===== src/rtl/i2c_reg_target.sv =====
// I2C target front-end: oversampled SCL/SDA, START/STOP detection, 7-bit address match
// and an auto-incrementing 8-bit register pointer for multi-byte writes and reads.
module i2c_reg_target #(
    parameter logic [6:0]  DEV_ADDR    = 7'h50,
    parameter int unsigned SYNC_STAGES = 2
) (
    input  logic       clk,
    input  logic       rst,
    input  logic       scl_i,
    input  logic       sda_i,
    output logic       sda_oe,
    output logic [7:0] reg_addr,
    output logic [7:0] reg_wdata,
    output logic       reg_we,
    input  logic [7:0] reg_rdata,
    output logic       reg_re,
    output logic       busy,
    output logic       addr_match
);

    localparam int unsigned CNT_W = 4;
    localparam int unsigned BYTE_W = 8;

    typedef enum logic [3:0] {
        ST_IDLE,
        ST_RX_ADDR,
        ST_ACK_ADDR,
        ST_RX_PTR,
        ST_ACK_PTR,
        ST_RX_DATA,
        ST_ACK_DATA,
        ST_TX_DATA,
        ST_RX_ACK,
        ST_IGNORE
    } state_t;

    logic [SYNC_STAGES-1:0] r_scl_sync;
    logic [SYNC_STAGES-1:0] r_sda_sync;
    logic                   r_scl_d;
    logic                   r_sda_d;

    state_t              r_state;
    logic [BYTE_W-1:0]   r_shift;
    logic [CNT_W-1:0]    r_cnt;
    logic                r_rw;
    logic                r_sda_oe;
    logic [BYTE_W-1:0]   r_addr;
    logic [BYTE_W-1:0]   r_wdata;
    logic                r_we;
    logic                r_re;
    logic                r_busy;
    logic                r_match;

    state_t              w_state_nxt;
    logic [BYTE_W-1:0]   w_shift_nxt;
    logic [CNT_W-1:0]    w_cnt_nxt;
    logic                w_rw_nxt;
    logic                w_sda_oe_nxt;
    logic [BYTE_W-1:0]   w_addr_nxt;
    logic [BYTE_W-1:0]   w_wdata_nxt;
    logic                w_we_nxt;
    logic                w_re_nxt;
    logic                w_busy_nxt;
    logic                w_match_nxt;

    logic w_scl;
    logic w_sda;
    logic w_scl_rise;
    logic w_scl_fall;
    logic w_start;
    logic w_stop;
    logic w_byte_done;

    // Pad synchronisers plus one delay stage for edge/condition detection
    always_ff @(posedge clk) begin
        if (!rst) begin
            r_scl_sync <= '1;
            r_sda_sync <= '1;
            r_scl_d    <= 1'b1;
            r_sda_d    <= 1'b1;
        end else begin
            r_scl_sync <= {r_scl_sync[SYNC_STAGES-2:0], scl_i};
            r_sda_sync <= {r_sda_sync[SYNC_STAGES-2:0], sda_i};
            r_scl_d    <= r_scl_sync[SYNC_STAGES-1];
            r_sda_d    <= r_sda_sync[SYNC_STAGES-1];
        end
    end

    assign w_scl       = r_scl_sync[SYNC_STAGES-1];
    assign w_sda       = r_sda_sync[SYNC_STAGES-1];
    assign w_scl_rise  = w_scl & ~r_scl_d;
    assign w_scl_fall  = ~w_scl & r_scl_d;
    assign w_start     = w_scl & r_scl_d & r_sda_d & ~w_sda;
    assign w_stop      = w_scl & r_scl_d & ~r_sda_d & w_sda;
    assign w_byte_done = w_scl_fall && (r_cnt == CNT_W'(8));

    always_ff @(posedge clk) begin
        if (!rst) begin
            r_state  <= ST_IDLE;
            r_shift  <= '0;
            r_cnt    <= '0;
            r_rw     <= 1'b0;
            r_sda_oe <= 1'b0;
            r_addr   <= '0;
            r_wdata  <= '0;
            r_we     <= 1'b0;
            r_re     <= 1'b0;
            r_busy   <= 1'b0;
            r_match  <= 1'b0;
        end else begin
            r_state  <= w_state_nxt;
            r_shift  <= w_shift_nxt;
            r_cnt    <= w_cnt_nxt;
            r_rw     <= w_rw_nxt;
            r_sda_oe <= w_sda_oe_nxt;
            r_addr   <= w_addr_nxt;
            r_wdata  <= w_wdata_nxt;
            r_we     <= w_we_nxt;
            r_re     <= w_re_nxt;
            r_busy   <= w_busy_nxt;
            r_match  <= w_match_nxt;
        end
    end

    always_comb begin
        w_state_nxt  = r_state;
        w_shift_nxt  = r_shift;
        w_cnt_nxt    = r_cnt;
        w_rw_nxt     = r_rw;
        w_sda_oe_nxt = r_sda_oe;
        w_addr_nxt   = r_addr;
        w_wdata_nxt  = r_wdata;
        w_we_nxt     = 1'b0;
        w_re_nxt     = 1'b0;
        w_busy_nxt   = r_busy;
        w_match_nxt  = 1'b0;

        if (w_stop) begin
            w_state_nxt  = ST_IDLE;
            w_sda_oe_nxt = 1'b0;
            w_busy_nxt   = 1'b0;
            w_cnt_nxt    = '0;
            w_shift_nxt  = '0;
        end else if (w_start) begin
            // Repeated START keeps pointer and busy; the byte in flight is dropped
            w_state_nxt  = ST_RX_ADDR;
            w_sda_oe_nxt = 1'b0;
            w_cnt_nxt    = '0;
            w_shift_nxt  = '0;
        end else begin
            case (r_state)
                ST_RX_ADDR, ST_RX_PTR, ST_RX_DATA: begin
                    if (w_scl_rise) begin
                        w_shift_nxt = {r_shift[BYTE_W-2:0], w_sda};
                        w_cnt_nxt   = CNT_W'(r_cnt + CNT_W'(1));
                    end else if (w_byte_done) begin
                        w_cnt_nxt    = '0;
                        w_sda_oe_nxt = 1'b1;
                        if (r_state == ST_RX_ADDR) begin
                            if (r_shift[7:1] == DEV_ADDR) begin
                                w_match_nxt = 1'b1;
                                w_busy_nxt  = 1'b1;
                                w_rw_nxt    = r_shift[0];
                                w_state_nxt = ST_ACK_ADDR;
                            end else begin
                                w_sda_oe_nxt = 1'b0;
                                w_state_nxt  = ST_IGNORE;
                            end
                        end else if (r_state == ST_RX_PTR) begin
                            w_addr_nxt  = r_shift;
                            w_state_nxt = ST_ACK_PTR;
                        end else begin
                            w_wdata_nxt = r_shift;
                            w_we_nxt    = 1'b1;
                            w_state_nxt = ST_ACK_DATA;
                        end
                    end
                end
                ST_ACK_ADDR: begin
                    if (w_scl_fall) begin
                        w_sda_oe_nxt = 1'b0;
                        w_cnt_nxt    = '0;
                        if (r_rw) begin
                            w_re_nxt    = 1'b1;
                            w_state_nxt = ST_TX_DATA;
                        end else begin
                            w_state_nxt = ST_RX_PTR;
                        end
                    end
                end
                ST_ACK_PTR: begin
                    if (w_scl_fall) begin
                        w_sda_oe_nxt = 1'b0;
                        w_state_nxt  = ST_RX_DATA;
                    end
                end
                ST_ACK_DATA: begin
                    if (w_scl_fall) begin
                        w_sda_oe_nxt = 1'b0;
                        w_addr_nxt   = BYTE_W'(r_addr + BYTE_W'(1));
                        w_state_nxt  = ST_RX_DATA;
                    end
                end
                ST_TX_DATA: begin
                    // reg_re cycle captures read data and drives the MSB
                    if (r_re) begin
                        w_shift_nxt  = reg_rdata;
                        w_sda_oe_nxt = ~reg_rdata[7];
                    end else if (w_scl_rise) begin
                        w_cnt_nxt = CNT_W'(r_cnt + CNT_W'(1));
                    end else if (w_byte_done) begin
                        w_sda_oe_nxt = 1'b0;
                        w_cnt_nxt    = '0;
                        w_state_nxt  = ST_RX_ACK;
                    end else if (w_scl_fall) begin
                        w_shift_nxt  = {r_shift[BYTE_W-2:0], 1'b0};
                        w_sda_oe_nxt = ~r_shift[6];
                    end
                end
                ST_RX_ACK: begin
                    // r_cnt flags a received ACK between its rising and falling edges
                    if (w_scl_rise) begin
                        if (!w_sda) begin
                            w_addr_nxt = BYTE_W'(r_addr + BYTE_W'(1));
                            w_cnt_nxt  = CNT_W'(1);
                        end else begin
                            w_sda_oe_nxt = 1'b0;
                            w_busy_nxt   = 1'b0;
                            w_state_nxt  = ST_IGNORE;
                        end
                    end else if (w_scl_fall && (r_cnt == CNT_W'(1))) begin
                        w_re_nxt    = 1'b1;
                        w_cnt_nxt   = '0;
                        w_state_nxt = ST_TX_DATA;
                    end
                end
                ST_IGNORE: begin
                    w_sda_oe_nxt = 1'b0;
                end
                ST_IDLE: begin
                    w_sda_oe_nxt = 1'b0;
                end
                default: begin
                    w_state_nxt  = ST_IDLE;
                    w_sda_oe_nxt = 1'b0;
                end
            endcase
        end
    end

    assign sda_oe     = r_sda_oe;
    assign reg_addr   = r_addr;
    assign reg_wdata  = r_wdata;
    assign reg_we     = r_we;
    assign reg_re     = r_re;
    assign busy       = r_busy;
    assign addr_match = r_match;

endmodule


===== config.mk =====
export PLATFORM = sky130hd
export DESIGN_NAME = i2c_reg_target
export DESIGN_NICKNAME = d
export VERILOG_FILES = /design/src/rtl/i2c_reg_target.sv
export SDC_FILE = /design/constraint.sdc
export NUM_CORES = 1
export LEC_CHECK = 0
export BUFFER_PORTS_ARGS = -buffer_cell sky130_fd_sc_hd__buf_2
export CAP_MARGIN = 20
export CORE_ASPECT_RATIO = 1.75
export CORE_MARGIN = 2
export CORE_UTILIZATION = 52
export CTS_CLUSTER_DIAMETER = 120
export DETAILED_ROUTE_END_ITERATION = 7
export PLACE_DENSITY = 0.76
export SYNTH_ARGS = -nofsm -noshare
export SYNTH_HDL_FRONTEND = slang
export SYNTH_SLANG_ARGS = --single-unit

===== constraint.sdc =====
create_clock -name clk -period 2.1 [get_ports clk]
set_input_delay 0.315 -clock clk [delete_from_list [all_inputs] [get_ports clk]]
set_output_delay 0.315 -clock clk [all_outputs]
set_load 0.01 [all_outputs]

# --- Word level (Yosys, flattened, before mapping) ---
# Index checks and enable logic that the tools add are counted.
op_classes:
  n_reduce_logical: 24
  n_mux: 61
  bitwise: 22
  n_eq_ne: 46
  n_addsub: 2
op_table:
  columns: ["cell", "n"]
  rows:
  - ["$mux W8", 12]
  - ["$mux W4", 19]
  - ["$ne A3 B3 Y1 const B", 12]
  - ["$ne A2 B2 Y1 const B", 15]
  - ["$reduce_and A10 Y1", 3]
  - ["$pmux W4 S6", 1]
  - ["$pmux W8 S3", 1]
  - ["$mux W1", 21]
  - ["$reduce_and A7 Y1", 3]
  - ["$eq A4 B3 Y1 const B", 4]
  - ["$pmux W4 S4", 1]
  - ["$pmux W8 S2", 1]
  - ["$not A1 Y1", 15]
  - ["$reduce_or A7 Y1", 2]
  - ["$eq A4 B4 Y1 const B", 3]
  - ["$ne A4 B4 Y1 const B", 3]
  - ["$reduce_and A5 Y1", 2]
  - ["$reduce_or A3 Y1", 3]
  - ["$add A8 B1 Y8 const B", 1]
  - ["$eq A4 B1 Y1 const B", 2]
  - ["$eq A4 B2 Y1 const B", 2]
  - ["$reduce_and A8 Y1", 1]
  - ["$and A1 B1 Y1", 7]
  - ["$eq A7 B7 Y1 const B", 1]
  - ["other kinds (13)", 20]
totals:
  out_inout_bits: 21
  input_bits: 12
  reg_bits: 44

# --- Longest topological paths before layout ---
# Gate-level depths: netlist of the first run.
depth:
  ltp_word: 8
  depth_mapped: 8

# --- Least setup slack after synthesis of the first run ---
# No wires, ideal clock.
synth_path:
  path_type: "reg-to-reg"
  from: "reg r_cnt[0]"
  to: "reg r_addr[1] (netlist: reg_addr[1])"
  period_less_slack_ns: 2.012
  stages_incl_launch_ff: 9
  setup_slack_ns: 0.088
  t_required_ns: 2.009
  arrival_time_ns: 1.921
  path_buffers: 1
  setup_time_ns: 0.091
  path_cell_list: "dfxtp_1 -> inv_1 -> ha_1 -> nand3b_1 -> or4_1 -> a222oi_1 -> buf_4 -> nor2_1 -> a311oi_1"
synth_between:
  elab_chain_cells: 4
synth_rtl:
  columns: ["item", "line", "rtl"]
  rows:
  - ["start, declared", "44", "logic [CNT_W-1:0] r_cnt;"]
  - ["start signal, assigned", "113", "r_cnt <= w_cnt_nxt;"]
  - ["$eq A4 B4 Y1", "95", "assign w_byte_done = w_scl_fall && (r_cnt == CNT_W'(8));"]
  - ["$logic_and A1 B1 Y1", "95", null]
  - ["$ne A2 B2 Y1 (no line)", null, null]
  - ["$reduce_and A10 Y1 (no line)", null, null]
  - ["end signal, assigned", "116", "r_addr <= w_addr_nxt;"]
  - ["end, declared", "47", "logic [BYTE_W-1:0] r_addr;"]
# Every way passes these cells.
# A chain may end at the register's enable or synchronous reset.

# --- Worst setup path in the final report of the first run ---
layout_path:
  from: "reg r_state[2]"
  to: "reg r_addr[4] (netlist: reg_addr[4])"
layout_between:
  elab_chain_cells: 4
layout_rtl:
  columns: ["item", "line", "rtl"]
  rows:
  - ["start, declared", "42", "state_t r_state;"]
  - ["start signal, assigned", "111", "r_state <= w_state_nxt;"]
  - ["$eq A4 B1 Y1 (tied with other cells)", "151, 159", null]
  - ["$reduce_or A3 Y1", "151", "case (r_state)"]
  - ["$ne A2 B2 Y1 (no line) or $reduce_bool A3 Y1 (tied branches)", null, null]
  - ["$reduce_and A10 Y1 (no line)", null, null]
# Several ways; a longest one is shown, not always the timed one.

==> impl_metrics.py, run 1 <==
metrics = {
    "outcome": {
        "status": "completed",
    },
    "worst_setup_path": {
        "worstPathArrival_ns": 2.21,
        "max_stage_delay_ns": 0.49,
        "critPathSlowestCell": "or4_4",
        "start_kind": "flip-flop",
        "crit_chain": "nand2b_1, or4_4, a222oi_1, buf_4, a21oi_1, a211oi_1",
        "critPathBufInv": 1,
        "crit_required_ns": 2.32,
        "cp_max_fo": 11,
        "crit_type": "reg -> reg",
        "endpoint_kind": "flip-flop",
        "critPathTopFamily": "simple AND/OR/NAND/NOR gates",
    },
    "synthesis": {
        "yosysTopAreaCellShare_pct": 35.5,
        "synthMuxAreaShare_pct": 6.85,
        "synth-xor-area-share_pct": 0.705,
        "synth.ff_latch_count": 44,
        "yosys.area_share.simple_pct": 26.7,
        "synth_cells": 296,
        "async_flop_share_pct": 0,
        "synth_common_cells": "dfxtp_1 (44), nor2_1 (32), nand2_1 (24)",
        "synth_compound_area_share_pct": 24.1,
        "ys_types": 57,
        "ys_seq_area_share_pct": 35.5,
        "synth_largest_area_cell": "dfxtp_1",
        "synthAdderAreaFrac_pct": 2.02,
        "ys.flop_type": "dfxtp_1",
        "synth.most_common_cell": "dfxtp_1",
        "synth_edf_count": 0,
        "synth_nets": 312,
        "avgSynthCellArea_um2": 8.39,
        "synthTopCellsByArea": "dfxtp_1 (35%), mux2i_1 (6.9%), nor2_1 (4.8%)",
        "synth_area_um2": 2480,
        "synth_top_family_by_area": "simple AND/OR/NAND/NOR gates",
        "yosys_warnings": 0,
    },
    "global_routing": {
        "grt_start_max_net_pins": 19,
        "antenna_found_initial": 0,
        "grt_usage_pct": 26.9,
        "grt_first_pass_wirelength_um": 11300,
        "gr-total-overflow": 0,
        "grt_pass1_vias": 2419,
    },
    "final_layout": {
        "num_antenna_cells": 0,
        "finalNetCount": 369,
        "finalNonFillerCells": 406,
        "stdcell_area_um2": 3050,
        "final_util_pct": 66.0,
        "area_delta_synth_final_pct": 22.9,
        "nFillCells": 403,
        "area.sequential_um2": 891,
        "drive_gt1_share_pct": 28.2,
        "multi_input_area_um2": 1540,
    },
    "routing": {
        "drtPass1Iterations": 4,
        "drc": 0,
        "routed_wl_um": 6970,
        "routedWlPerCell_um": 17.2,
        "vias": 2500,
        "via_per_inst": 6.16,
        "drtIter0Drc": 78,
        "ant_nets": 0,
    },
    "pwr": {
        "power_density_nw_per_um2": 523,
        "p_leak_nw": 1.21,
        "p_total_mw": 1.60,
        "ir_worst_vdd_v": 0.000688,
    },
    "sta": {
        "period_needed_ns": 1.99,
        "setup_viol": 0,
        "tightestPinTransition_ns": 0.576,
        "fin_skew_ns": 0.00847,
        "setup_tns_ns": 0,
        "drv_slew": 0,
        "holdWs_ns": 0.197,
        "setup_ws_ns": 0.111,
        "hold_viol_final": 0,
        "period_share_pct": 94.7,
        "slew_headroom_pct": 61.3,
        "fmax_ghz": 0.503,
    },
    "placement": {
        "dpl.hpwl_um": 5210,
        "io_buffers": 32,
        "place_ws_ns": 0.0486,
        "routabilityCongestion": 0.923,
        "dpl.cell_count": 395,
        "placed_cell_area_um2": 2880,
    },
    "clock_tree": {
        "clock_latency_ns": 0.29,
        "cts_tree": "done",
        "clockRootBuffer": "clkbuf_8",
        "cts.clk_slew.worst_paths_ns": 0.09,
        "cts_sinks": 44,
        "cts_made_buffers": 5,
        "cts_max_level": 2,
        "cts-hold-fix-buffers": 0,
        "cts_buffer_depth": 2,
    },
    "min_path": {
        "hp-class": "in -> reg",
    },
    "floorplanning": {
        "pin_count": 33,
        "rows": 33,
        "die_w_um": 56.2,
        "start_util_pct": 53.7,
        "core_area_um2": 4620,
        "dieArea_um2": 5370,
        "die_y_um": 95.4,
    },
    "job": {
        "maxCapViolCount": 0,
    },
}
==> path summary, 6_finish.rpt <==
path / from / end / slack [ns] / cells after the start
max: r_state[2]$_SDFFE_PP0P_ / reg_addr[4]$_SDFFE_PN0P_ / 0.11 / 6
min: scl_i / r_scl_sync[0]$_SDFF_PN1_ / 0.20 / 2
min reg2reg: r_sda_sync[0]$_SDFF_PN1_ / r_sda_sync[1]$_SDFF_PN1_ / 0.41 / 1
max reg2reg: r_state[2]$_SDFFE_PP0P_ / reg_addr[4]$_SDFFE_PN0P_ / 0.11 / 6
==> what timing repair did <==
action / in CTS / in global routing
buffers inserted: 0 / 2
endpoints found under the setup margin: 0 / 7
gates resized for setup: 0 / 17
==> layout make-up <==
class	instances	area share [%]
flip-flops and latches	44	29.2
well taps	52	2.13
repair buffers	68	14.0
multi-input cells	228	50.4
clock buffers	6	2.38
clock inverters	2	1.15
inverters	6	0.738
==> cells by family after synthesis <==
group	count (synthesis)
flip-flops	44
XOR/XNOR	2
adder cells (fa/ha/maj)	4
AO/OA/AOI/OAI	79
buffers and inverters	24
AND/OR/NAND/NOR	126
multiplexers	17
==> sequential cells by signal (all words and copies together), names as in the netlist <==
| register | cells |
|---|---|
| r_sda_sync | 2 |
| busy | 1 |
| reg_addr | 8 |
| r_sda_d | 1 |
| r_cnt | 4 |
| r_scl_d | 1 |
| r_state | 4 |
| addr_match | 1 |
| r_shift | 8 |
| reg_we | 1 |
| reg_wdata | 8 |
| reg_re | 1 |
| r_rw | 1 |
| sda_oe | 1 |
| r_scl_sync | 2 |
==> layer usage <==
layer,up-vias,GRT usage (%),part of all wire [%]
met5,-,0,0
li1,1210,-,-
met2,93,48.8,53
met3,32,3.26,3.4
met1,1165,29.0,38
met4,0,17.3,5.8
==> power breakdown <==
group	internal, mW	switching [mW]
clock	0.354	0.298
sequential	0.839	0.00642
combinational	0.0393	0.0599
total	1.23	0.365
==> cell usage in the layout, fill, tap and decap left out, types with 3 or more instances in the layout <==
| master | netlist | layout |
|---|---|---|
| nor2_1 | 32 | 31 |
| dfxtp_2 | 0 | 5 |
| inv_1 | 5 | 3 |
| or2_2 | 4 | 4 |
| a21oi_1 | 10 | 9 |
| a32o_1 | 6 | 6 |
| buf_2 | 7 | 33 |
| nand2b_1 | 12 | 11 |
| mux2i_1 | 17 | 17 |
| and2_1 | 5 | 5 |
| nand3_1 | 13 | 13 |
| or3_1 | 3 | 3 |
| nand2_1 | 24 | 24 |
| o21ai_0 | 15 | 15 |
| dfxtp_1 | 44 | 38 |
| nand3b_1 | 4 | 4 |
| a211oi_1 | 13 | 13 |
| a311oi_1 | 6 | 6 |
| nor3_1 | 8 | 8 |
| buf_4 | 1 | 35 |
| clkbuf_8 | 0 | 5 |
| a21o_1 | 4 | 4 |
| ha_1 | 4 | 3 |
| nor2b_1 | 5 | 5 |
No activity file was read; power rests on OpenSTA's default activity.
==> run 2: changes to the inputs <==
--- a/config.mk
+++ b/config.mk
@@ -12,6 +12,7 @@
 export CORE_UTILIZATION = 52
 export CTS_CLUSTER_DIAMETER = 120
 export DETAILED_ROUTE_END_ITERATION = 7
+export GPL_TIMING_DRIVEN = 0
 export PLACE_DENSITY = 0.76
 export SYNTH_ARGS = -nofsm -noshare
 export SYNTH_HDL_FRONTEND = slang
==> run 2 against run 1 <==
  * The flow now finishes with violations (negative setup slack)
  * Critical path depth increased by 2
  * Utilization increased by 0.92 points
  * Critical endpoint is now reg_addr[5]$_SDFFE_PN0P_
  * Setup slack got worse by 0.18 ns
  * Clock power increased by 2%
  * Fmax decreased by 8.4%
  * Non-clock buffer count decreased by 3
  * Register-to-register slack got worse by 0.18 ns
==> impl_metrics.py, run 2 (synthesis results as in run 1) <==
metrics = {
    "outcome": {
        "status": "complete, but fails checks",
        "violations": "negative setup slack",
    },
    "sta": {
        "fin_skew_ns": 0.00401,
        "rsz0062_at_grt": "true",
        "period_needed_ns": 2.17,
        "fmax_ghz": 0.460,
        "setup_viol": 7,
        "period_share_pct": 103,
        "setup_ws_ns": -0.0724,
        "tightestPinTransition_ns": 0.633,
        "slew_headroom_pct": 57.6,
        "drv_slew": 0,
        "holdWs_ns": 0.181,
        "hold_viol_final": 0,
    },
    "clock_tree": {
        "clock_latency_ns": 0.31,
        "cts_max_level": 2,
        "cts_buffer_depth": 2,
        "clockRootBuffer": "clkbuf_8",
        "cts.clk_slew.worst_paths_ns": 0.09,
        "cts_sinks": 44,
        "cts_tree": "done",
        "cts_made_buffers": 5,
    },
    "routing": {
        "vias": 2504,
        "drc": 0,
        "drtIter0Drc": 120,
        "routedWlPerCell_um": 17.9,
        "routed_wl_um": 7230,
        "ant_nets": 0,
        "drtPass1Iterations": 4,
        "via_per_inst": 6.21,
    },
    "global_routing": {
        "met3_usage_pct": 4.48,
        "grt_usage_pct": 27.4,
        "grt_start_max_net_pins": 15,
        "gr-total-overflow": 0,
        "grt_busiest_layer": "met2",
        "grt_use_met1_pct": 29.1,
        "grt.met2_usage_pct": 50.6,
        "antenna_found_initial": 0,
        "grt_pass1_vias": 2370,
        "grt_first_pass_wirelength_um": 11400,
    },
    "floorplanning": {
        "rows": 33,
        "start_util_pct": 53.7,
        "die_y_um": 95.4,
        "core_area_um2": 4620,
        "pin_count": 33,
        "dieArea_um2": 5370,
        "die_w_um": 56.2,
    },
    "pwr": {
        "ir_worst_vdd_v": 0.000539,
        "p_int_mw": 1.23,
        "clock_power_share_pct": 41.3,
        "p_total_mw": 1.61,
        "power_density_nw_per_um2": 521,
        "p_leak_nw": 1.20,
        "combPwrFrac_pct": 6.0,
        "p_sw_share_pct": 23.8,
        "p_switching_uw": 384,
        "pwr-share-seq_pct": 52.7,
    },
    "worst_setup_path": {
        "crit-reg2reg-launch": "r_cnt[1]$_SDFFE_PP0P_",
        "worstPathArrival_ns": 2.43,
        "reg2reg_depth": 8,
        "endpoint_kind": "flip-flop",
        "r2r_end": "reg_addr[5]$_SDFFE_PN0P_",
        "crit_type": "reg -> reg",
        "crit_required_ns": 2.35,
        "cp_max_fo": 6,
        "start_kind": "flip-flop",
        "r2r_setup_slack_ns": -0.07,
    },
    "placement": {
        "routabilityCongestion": 0.983,
        "dpl.hpwl_um": 5130,
        "placed_cell_area_um2": 2710,
        "io_buffers": 32,
    },
    "min_path": {
        "hp-class": "in -> reg",
        "min_path_cells": 2,
        "whs_endpoint": "r_sda_sync[0]$_SDFF_PN1_",
        "worstHoldStart": "sda_i",
    },
    "final_layout": {
        "drive_gt1_share_pct": 30.5,
        "area.sequential_um2": 887,
        "multi_input_area_um2": 1620,
        "stdcell_area_um2": 3090,
        "final_common_cell": "dfxtp_1",
        "area_delta_synth_final_pct": 24.6,
        "finalNetCount": 366,
        "num_antenna_cells": 0,
        "layout_common_cells": "dfxtp_1 (39), buf_2 (38), nor2_1 (31)",
        "nFillCells": 406,
    },
    "job": {
        "maxCapViolCount": 0,
    },
}
## run 2: cell count changes in the layout (fill, tap and decap cells not counted), sizes merged
cell / before / now
clkinvlp: 0 / 1
buf: 68 / 59
clkbuf: 6 / 11
## run 2: how the worst max path moves through the flow
stage / startpoint / endpoint / slack, ns
final: r_cnt[1]$_SDFFE_PP0P_ / reg_addr[5]$_SDFFE_PN0P_ / -0.07
after global routing: r_cnt[1]$_SDFFE_PP0P_ / reg_addr[5]$_SDFFE_PN0P_ / -0.15
after CTS: r_cnt[1]$_SDFFE_PP0P_ / reg_addr[5]$_SDFFE_PN0P_ / -0.03
after detailed placement: r_state[0]$_SDFFE_PP0P_ / r_state[1]$_SDFFE_PP0P_ / -0.33
after global placement: r_state[0]$_SDFFE_PP0P_ / r_state[1]$_SDFFE_PP0P_ / -0.32
after floorplan: r_cnt[0]$_SDFFE_PP0P_ / reg_addr[1]$_SDFFE_PN0P_ / 0.09
## run 2: what timing repair did
action,CTS,global route
pin swaps,9,9
setup endpoints to repair,31,27
resized for setup,21,24
endpoints found under the hold margin,0,0
cloned,0,0
hold buffers,0,0
setup buffers,11,9
## run 2: final cells by class
class                   count  area share (%)
inverters                   6           0.728
clock inverters             3            1.37
plain buffers              14            2.51
repair buffers             51            9.91
well taps                  52            2.10
flip-flops and latches     44            28.7
clock buffers               5            2.22
multi-input cells         228            52.5
## run 2: critical path, cell delays in order (launching register included)
cell and delay [ns]:
dfxtp_2 0.33, inv_2 0.07, ha_4 0.13, nand3b_1 0.15, or4_4 0.53, a222oi_1 0.41, buf_4 0.23, buf_6 0.12
a32o_1 0.14
## run 2: power by group through the flow
stage	logic, mW	clock network, mW	registers (mW)
global route	0.103	0.696	0.850
CTS	0.0917	0.669	0.846
floorplan	0.0572	0	0.864
global placement	0.0892	0	0.865
finish	0.0959	0.666	0.849
detailed placement	0.0894	0	0.865
## run 2: layer usage
metal,share of wire (%),vias to the layer above,wire (um)
met3,3.8,30,277
met2,53,76,3840
met5,0,-,0
met4,4.5,0,322
met1,39,1197,2790
li1,-,1201,-
## run 2: through the flow
| step | util [%] | setup TNS (ns) | worst slack (ns) | std cells |
|---|---|---|---|---|
| global placement | 58.6 | -4.67 | -0.315 | 380 |
| global route | 66.9 | -0.960 | -0.153 | 403 |
| floorplan | - | 0 | 0.0881 | 296 |
| CTS | 63.8 | -0.0939 | -0.0283 | 397 |
| detailed placement | 58.6 | -4.93 | -0.334 | 380 |
| finish | 66.9 | -0.351 | -0.0724 | 403 |
